[config.mk]
export PLATFORM = sky130hd
export DESIGN_NAME = fifo_wptr_full
export DESIGN_NICKNAME = d
export VERILOG_FILES = /design/src/rtl/fifo_pkg.sv /design/src/rtl/fifo_sync_2ff.sv /design/src/rtl/fifo_wptr_full.sv
export SDC_FILE = /design/constraint.sdc
export NUM_CORES = 1
export LEC_CHECK = 0
export ABC_CLOCK_PERIOD_IN_PS = 4200
export BUFFER_PORTS_ARGS = -buffer_cell sky130_fd_sc_hd__buf_2
export CORE_MARGIN = 8
export CORE_UTILIZATION = 30
export CTS_BUF_LIST = sky130_fd_sc_hd__clkbuf_4 sky130_fd_sc_hd__clkbuf_8
export CTS_CLUSTER_DIAMETER = 30
export CTS_CLUSTER_SIZE = 30
export DETAILED_ROUTE_END_ITERATION = 7
export SETUP_SLACK_MARGIN = 0.2
export SLEW_MARGIN = 20
export SYNTH_ARGS = -nofsm -noshare
export SYNTH_HDL_FRONTEND = slang
export SYNTH_SLANG_ARGS = --single-unit
[constraint.sdc]
create_clock -name wr_clk -period 4.2 [get_ports wr_clk]
set_clock_uncertainty 0.1 [all_clocks]
set_input_delay 0.84 -clock wr_clk [delete_from_list [all_inputs] [get_ports wr_clk]]
set_output_delay 0.84 -clock wr_clk [all_outputs]
set_load 0.03 [all_outputs]
[src/rtl/fifo_pkg.sv]
// Shared async-FIFO pointer helpers: pointer width and Gray/binary conversion.
// Used by both the write-side full block and the read-side empty block.
package fifo_pkg;

  localparam int ADDR_WIDTH_DEF = 4;
  localparam int FN_W = 32;

  function automatic int ptr_width(
    input int aw
  );
    return aw + 1;
  endfunction

  function automatic logic [FN_W-1:0] bin2gray(
    input logic [FN_W-1:0] b
  );
    return b ^ (b >> 1);
  endfunction

  // Each binary bit is the XOR of all Gray bits at or above it.
  function automatic logic [FN_W-1:0] gray2bin(
    input logic [FN_W-1:0] g
  );
    logic [FN_W-1:0] b;
    b = g;
    for (int i = 1; i < FN_W; i++) begin
      b = b ^ (g >> i);
    end
    return b;
  endfunction

endpackage

[src/rtl/fifo_sync_2ff.sv]
// Two-flop synchronizer for a Gray-coded pointer crossing clock domains.
module fifo_sync_2ff #(
  parameter int WIDTH = 5
) (
  input  logic             clk,
  input  logic             rst_n,
  input  logic [WIDTH-1:0] d,
  output logic [WIDTH-1:0] q
);

  logic [WIDTH-1:0] q1;

  always_ff @(posedge clk or negedge rst_n) begin
    if (!rst_n) begin
      q1 <= '0;
      q  <= '0;
    end else begin
      q1 <= d;
      q  <= q1;
    end
  end

endmodule

[src/rtl/fifo_wptr_full.sv]
// Async FIFO write pointer and registered full flag.
// Optional FIFO_WR_LEVEL_EN adds a registered write-side occupancy output.
module fifo_wptr_full
  import fifo_pkg::*;
#(
  parameter int ADDR_WIDTH = ADDR_WIDTH_DEF
) (
  input  logic                  wr_clk,
  input  logic                  wr_rst_n,
  input  logic                  wr_inc,
  input  logic [ADDR_WIDTH:0]   rd_ptr_gray,
  output logic                  wr_en,
  output logic [ADDR_WIDTH-1:0] wr_addr,
  output logic [ADDR_WIDTH:0]   wr_ptr_gray,
  output logic                  wr_full,
  output logic                  wr_overflow
`ifdef FIFO_WR_LEVEL_EN
  ,
  output logic [ADDR_WIDTH:0]   wr_level
`endif
);

  localparam int PW = ptr_width(ADDR_WIDTH);

  // Full when Gray pointers differ only in their top two bits.
  localparam logic [PW-1:0] FULL_MASK =
    PW'(3) << (PW - 2);

  logic [PW-1:0] rq2;
  logic [PW-1:0] wbin;
  logic [PW-1:0] wbin_next;
  logic [PW-1:0] wgray_next;
  logic          full_next;

  fifo_sync_2ff #(
    .WIDTH (PW)
  ) u_rsync (
    .clk   (wr_clk),
    .rst_n (wr_rst_n),
    .d     (rd_ptr_gray),
    .q     (rq2)
  );

  assign wr_en      = wr_inc & ~wr_full;
  assign wr_addr    = wbin[ADDR_WIDTH-1:0];
  assign wbin_next  = wbin + PW'(wr_en);
  assign wgray_next =
    PW'(bin2gray(FN_W'(wbin_next)));
  assign full_next  =
    (wgray_next == (rq2 ^ FULL_MASK));

  always_ff @(posedge wr_clk or negedge wr_rst_n) begin
    if (!wr_rst_n) begin
      wbin        <= '0;
      wr_ptr_gray <= '0;
      wr_full     <= 1'b0;
      wr_overflow <= 1'b0;
    end else begin
      wbin        <= wbin_next;
      wr_ptr_gray <= wgray_next;
      wr_full     <= full_next;
      wr_overflow <= wr_inc & wr_full;
    end
  end

`ifdef FIFO_WR_LEVEL_EN
  logic [PW-1:0] rbin_sync;

  assign rbin_sync =
    PW'(gray2bin(FN_W'(rq2)));

  always_ff @(posedge wr_clk or negedge wr_rst_n) begin
    if (!wr_rst_n) begin
      wr_level <= '0;
    end else begin
      wr_level <= wbin_next - rbin_sync;
    end
  end
`endif

endmodule

==> qor.yml, run 1 <==
rsz0062_at_grt: "no"
yosys.area.top_type: "dfrtp_1"
path_cells: "buf_2 -> nor2b_1 -> ha_1 -> ha_1 -> xor2_1 -> xnor2_1 -> mux2i_1 -> nor4_1"
grt_max_degree: 22
die_h_um: 66.44
fin_ws_ns: 1.762
yosysTopAreaCellShare_pct: 68.85
cts_resized: 0
dr.pass1.iters: 4
cp.required_ns: 4.29
netlist_instances: 49
postRouteAntennaNets: 0
grt-ovfl-total: 0
finalHoldViolCount: 0
status: "finished clean"
vdd_drop_max_uv: 300.8
die_w_um: 66.44
clkTransAtPathRegs_ns: 0.11
cp_top_family: "adder cells"
drive_gt1_share_pct: 36.11
critPathArrivalTime_ns: 2.52
power_density_nw_per_um2: 844.5
clkLatencyLatePin_ns: 0.29
wl_met1_um: 470
grt_first_pass_wirelength_mm: 2.152
reg2reg_slack_ns: 2.01
gp_congestion: 0.7752
holdBufCountCts: 0
relSlewSlack_pct: 70.34
fmax_mhz: 410.2
fin_tns_setup_ns: 0
synthTopCellsByArea: "dfrtp_1 69%, xnor2_1 8.0%, xor2_1 6.9%"
syn_avg_cell_area_um2: 15.58
cts_sinks: 21
ys_seq_elements: 21
top_layer: "met4"
fin_crit_ns: 2.438
hp-class: "flop to flop"
path_class: "primary input to flop"
total_leakage_power_nw: 0.4444
cp_num_buf_inv: 1
ctsRootBufferMaster: "clkbuf_4"
syn_area_um2: 763.2
area_delta_synth_final_pct: 20.98
synth.net_count: 59
h-tree-depth: 1
crit_top_cell: "ha_1"
floorplan.die_area_um2: 4414
ys_seq_area_share_pct: 68.85
slew_viol_final: 0
port_buffers: 19
ys_warn_count: 0
track_usage_pct: 6.513
totalWireLength_mm: 1.220
antenna_found_initial: 0
ys_types: 16
n_antenna_cell: 0
cp_slowest_cell: "xor2_1"
startpoint_type: "primary input"
pre_cts_ws_ns: 1.447
start_util_pct: 31.09
end_kind: "flop"
drc_errors: 0
viasPerCell: 4.216
nNetsFinal: 83
wl_met3_um: 96
wl_met2_um: 645
wl_per_cell_um: 11.96
clockBufferDepth: 2
crit_fanout: 5
slowest_delay_ns: 0.32
first_iter_violations: 14
finalSetupViolCount: 0
post-cts-setup-buffer-count: 0
period_share_pct: 58.04
vias: 430
placeableCoreArea_um2: 2455
fp-row-count: 18
worst_slew_pin_slew_ns: 0.4449
drv_cap: 0
grt_pass1_vias: 476
cts_inserted_buffers: 3
tritoncts: "done"
io_pins: 20
## synthesized netlist by cell type
library cell / count
a21boi_0: 1
a21boi_2: 1
and2_1: 2
and3_2: 1
dfrtp_1: 21
ha_1: 2
mux2i_1: 1
nand3_1: 1
nand4_1: 1
nor2_1: 1
nor2b_1: 1
nor4_1: 1
o22ai_1: 1
xnor2_1: 7
xnor2_2: 1
xor2_1: 6
## cell usage in the layout, fill, tap and decap left out
| cell | count |
|---|---|
| a21boi_0 | 1 |
| a21boi_2 | 1 |
| and2_1 | 2 |
| and3_2 | 1 |
| buf_2 | 19 |
| clkbuf_4 | 3 |
| clkinv_2 | 1 |
| dfrtp_1 | 21 |
| ha_1 | 2 |
| mux2i_1 | 1 |
| nand3_1 | 1 |
| nand4_1 | 1 |
| nor2_1 | 1 |
| nor2b_1 | 1 |
| nor4_1 | 1 |
| o22ai_1 | 1 |
| xnor2_1 | 7 |
| xnor2_2 | 1 |
| xor2_1 | 6 |
## registers in the layout, indices dropped and copies added, names as in the netlist
name	cells
wr_overflow	1
wbin	5
u_rsync.q	5
u_rsync.q1	5
wr_full	1
wr_ptr_gray	4
## where the power goes
group	total [mW]	switching, mW	internal, mW
clock network	0.0925	0.0571	0.0354
registers	0.303	0.0428	0.260
logic	0.384	0.236	0.148
total	0.780	0.336	0.444
## metrics by stage
| stage | power (mW) | hold WS (ns) | utilization, % | std cells | area (µm²) |
|---|---|---|---|---|---|
| finish | 0.7798 | 0.2587 | 37.61 | 102 | 923.4 |
| global route | 0.8429 | 0.2696 | 37.61 | 102 | 923.4 |
| CTS | 0.7974 | 0.2621 | 37.61 | 102 | 923.4 |
| detailed placement | 0.7015 | 0.2358 | 36.49 | 98 | 895.9 |
| global placement | 0.6912 | 0.2314 | 36.49 | 98 | 895.9 |
| floorplan | 0.6004 | 0.2312 | - | 49 | 763.2 |
## layout make-up
| type | instances | area (µm²) |
|---|---|---|
| well taps | 30 | 37.54 |
| clock buffers | 3 | 22.52 |
| clock inverters | 1 | 5.005 |
| flip-flops and latches | 21 | 525.5 |
| multi-input cells | 28 | 237.7 |
| fillers | 243 | 1531 |
| repair buffers | 19 | 95.09 |
## final timing paths
check	startpoint	endpoint	cells after the start
max in group asynchronous	wr_rst_n	wr_overflow$_DFF_PN0_	1
min reg2reg	u_rsync.q1[2]$_DFF_PN0_	u_rsync.q[2]$_DFF_PN0_	0
min	u_rsync.q1[2]$_DFF_PN0_	u_rsync.q[2]$_DFF_PN0_	0
min in group asynchronous	wr_rst_n	u_rsync.q1[2]$_DFF_PN0_	1
max	wr_inc	wr_full$_DFF_PN0_	8
max reg2reg	wr_full$_DFF_PN0_	wr_full$_DFF_PN0_	7
## metal layers
layer  track usage (%)  vias to the layer above
met4             4.000                        0
met1             7.021                      211
met2             10.01                       11
met3             3.220                        2
li1                  -                      206
met5                 0                        -
## cells by family after synthesis
kind of cell,count (synthesis),synth area share [%]
flip-flops,21,68.85
XOR/XNOR,14,17.05
AND/OR/NAND/NOR,8,6.230
AO/OA/AOI/OAI,3,3.279
adder cells (fa/ha/maj),2,3.278
multiplexers,1,1.312
Note: power is estimated with default switching activity, not from simulation.
==> run 2, diff against run 1 <==
ABC_CLOCK_PERIOD_IN_PS = 2000   (was 4200)
clock period = 2 ns   (was 4.2 ns; I/O delays follow)
==> run 2 against run 1 <==
  * Clock-buffer cell count unchanged
  * Via count is 13% higher
  * Clock power rose by 130%
  * Combinational power grew to 3.1 times the previous value
  * Sequential share of layout area decreased by 9.2 points
  * First-iteration DRC count down 86%
  * Power grew to 2.6 times the previous value
==> qor.yml, run 2 (synthesis results as in run 1) <==
status: "finished clean"  # unchanged
cts_sinks: 21  # unchanged
cp.required_ns: 2.12  # was 4.29 ns
gp_congestion: 0.6573  # was 0.7752
io_pins: 20  # unchanged
drv_cap: 0  # unchanged
die_h_um: 66.44  # unchanged
floorplan.die_area_um2: 4414  # unchanged
grt-ovfl-total: 0  # unchanged
fin_area_um2: 1105  # was 923.4 µm²
cts_inserted_buffers: 3  # unchanged
total_leakage_power_nw: 0.5254  # was 0.4444 nW
relSlewSlack_pct: 69.17  # was 70.34%
drc_errors: 0  # unchanged
grt_pass1_vias: 527  # was 476
tritoncts: "done"  # unchanged
dpl-instance-area_um2: 949.7  # was 895.9 µm²
nNetsFinal: 95  # was 83
top_regs: "u_rsync.q1 x5, u_rsync.q x5, wbin x5"  # unchanged
whs_ns: 0.08767  # was 0.2587 ns
hp-class: "primary input to flop"  # was flop to flop
fin_tns_setup_ns: 0  # unchanged
antenna_found_initial: 0  # unchanged
power_density_nw_per_um2: 1865  # was 844.5 nW/µm²
track_usage_pct: 7.462  # was 6.513%
grt_max_degree: 22  # unchanged
worst_slew_pin_slew_ns: 0.4624  # was 0.4449 ns
viasPerCell: 4.246  # was 4.216
finalSetupViolCount: 0  # unchanged
path_cells: "nor2b_4 -> ha_4 -> ha_4 -> xnor2_2 -> xnor2_2 -> xor2_1 -> nor4_1"  # was buf_2 -> nor2b_1 -> ha_1 -> ha_1 -> xor2_1 -> xnor2_1 -> mux2i_1 -> nor4_1
critPathArrivalTime_ns: 1.92  # was 2.52 ns
slowest_delay_ns: 0.44  # was 0.32 ns
first_iter_violations: 2  # was 14
cp_slowest_cell: "dfrtp_2"  # was xor2_1
wl_per_cell_um: 12.79  # was 11.96 µm
totalWireLength_mm: 1.458  # was 1.220 mm
final_core_util_pct: 45.01  # was 37.61%
area_delta_synth_final_pct: 44.75  # was 20.98%
clkTransAtPathRegs_ns: 0.12  # was 0.11 ns
path_class: "flop to flop"  # was primary input to flop
fp-row-count: 18  # unchanged
placeableCoreArea_um2: 2455  # unchanged
fin_crit_ns: 1.799
finalHoldViolCount: 0  # unchanged
grt_first_pass_wirelength_mm: 2.415  # was 2.152 mm
drive_gt1_share_pct: 55.95  # was 36.11%
ctsRootBufferMaster: "clkbuf_4"  # unchanged
instances_no_fill: 114  # was 102
period_share_pct: 89.94
slew_viol_final: 0  # unchanged
die_w_um: 66.44  # unchanged
rsz0062_at_grt: "yes"  # was no
dp_cells: 99  # was 98
startpoint_type: "flop"  # was primary input
start_util_pct: 31.09  # unchanged
clockBufferDepth: 2  # unchanged
vdd_drop_max_uv: 807.1  # was 300.8 µV
vias: 484  # was 430
clkLatencyLatePin_ns: 0.31  # was 0.29 ns
layout_commonest_cell: "dfrtp_1"  # unchanged
most-common-layout-cells: "20 x dfrtp_1, 19 x buf_2, 11 x buf_4, 5 x xor2_1"  # was 21 x dfrtp_1, 19 x buf_2, 7 x xnor2_1, 6 x xor2_1, 3 x clkbuf_4
fmax_mhz: 555.9
dr.pass1.iters: 2  # was 4
cp_num_buf_inv: 0  # was 1
total_power_mw: 2.061  # was 0.7798 mW
pre_cts_ws_ns: 0.03465  # was 1.447 ns
end_kind: "flop"  # unchanged
crit_fanout: 5  # unchanged
port_buffers: 19  # unchanged
hpwl_um: 971.6
cp_top_family: "flip-flops"  # was adder cells
h-tree-depth: 1  # unchanged
n_antenna_cell: 0  # unchanged
fin_ws_ns: 0.2012  # was 1.762 ns
num-fill-cells: 228  # was 243
postRouteAntennaNets: 0  # unchanged
==> run 2: worst register-to-register path: stages (launching register included) <==
cell,delay (ns)
dfrtp_2,0.44
nor2b_4,0.14
ha_4,0.15
ha_4,0.20
xnor2_2,0.10
xnor2_2,0.17
xor2_1,0.17
nor4_1,0.24
==> run 2: path summary, 6_finish.rpt <==
path,to,slack [ns],depth (start not counted),from
setup / recovery,wr_full$_DFF_PN0_,0.20,7,wr_full$_DFF_PN0_
hold / removal,u_rsync.q1[3]$_DFF_PN0_,0.09,1,rd_ptr_gray[3]
setup reg to reg,wr_full$_DFF_PN0_,0.20,7,wr_full$_DFF_PN0_
hold reg to reg,u_rsync.q[4]$_DFF_PN0_,0.26,0,u_rsync.q1[4]$_DFF_PN0_
max in group asynchronous,wr_full$_DFF_PN0_,1.00,2,wr_rst_n
min in group asynchronous,wr_ptr_gray[0]$_DFF_PN0_,0.46,2,wr_rst_n
==> run 2: layout make-up <==
class                           instances  area (µm²)  area share [%]
Clock buffer                            3       22.52           2.039
Clock inverter                          1       7.507          0.6795
Multi-Input combinational cell         28       322.8           29.22
Sequential cell                        21       526.8           47.68
Tap cell                               30       37.54           3.398
Timing Repair Buffer                   31       187.7           16.99
==> run 2: report_power, final <==
group,switching (mW),internal [mW],leakage [nW],total (mW)
Clock,0.135,0.0763,0.0139,0.211
Sequential,0.125,0.547,0.248,0.672
Combinational,0.586,0.592,0.263,1.18
Total,0.845,1.22,0.525,2.06
==> run 2: timing repair <==
action	4_1_cts	5_1_grt
setup endpoints to repair	1	2
hold buffers	1	0
endpoints found under the hold margin	21	0
gates cloned	0	0
setup buffers	7	3
pin swaps	3	4
resized for setup	3	2
==> run 2: per-layer routing <==
metal / vias up / global-route usage [%] / wire length [µm]
met5: - / 0 / 0
met4: 0 / 3.200 / 19
met3: 2 / 4.576 / 114
met2: 13 / 11.94 / 740
met1: 237 / 7.646 / 583
li1: 232 / - / -
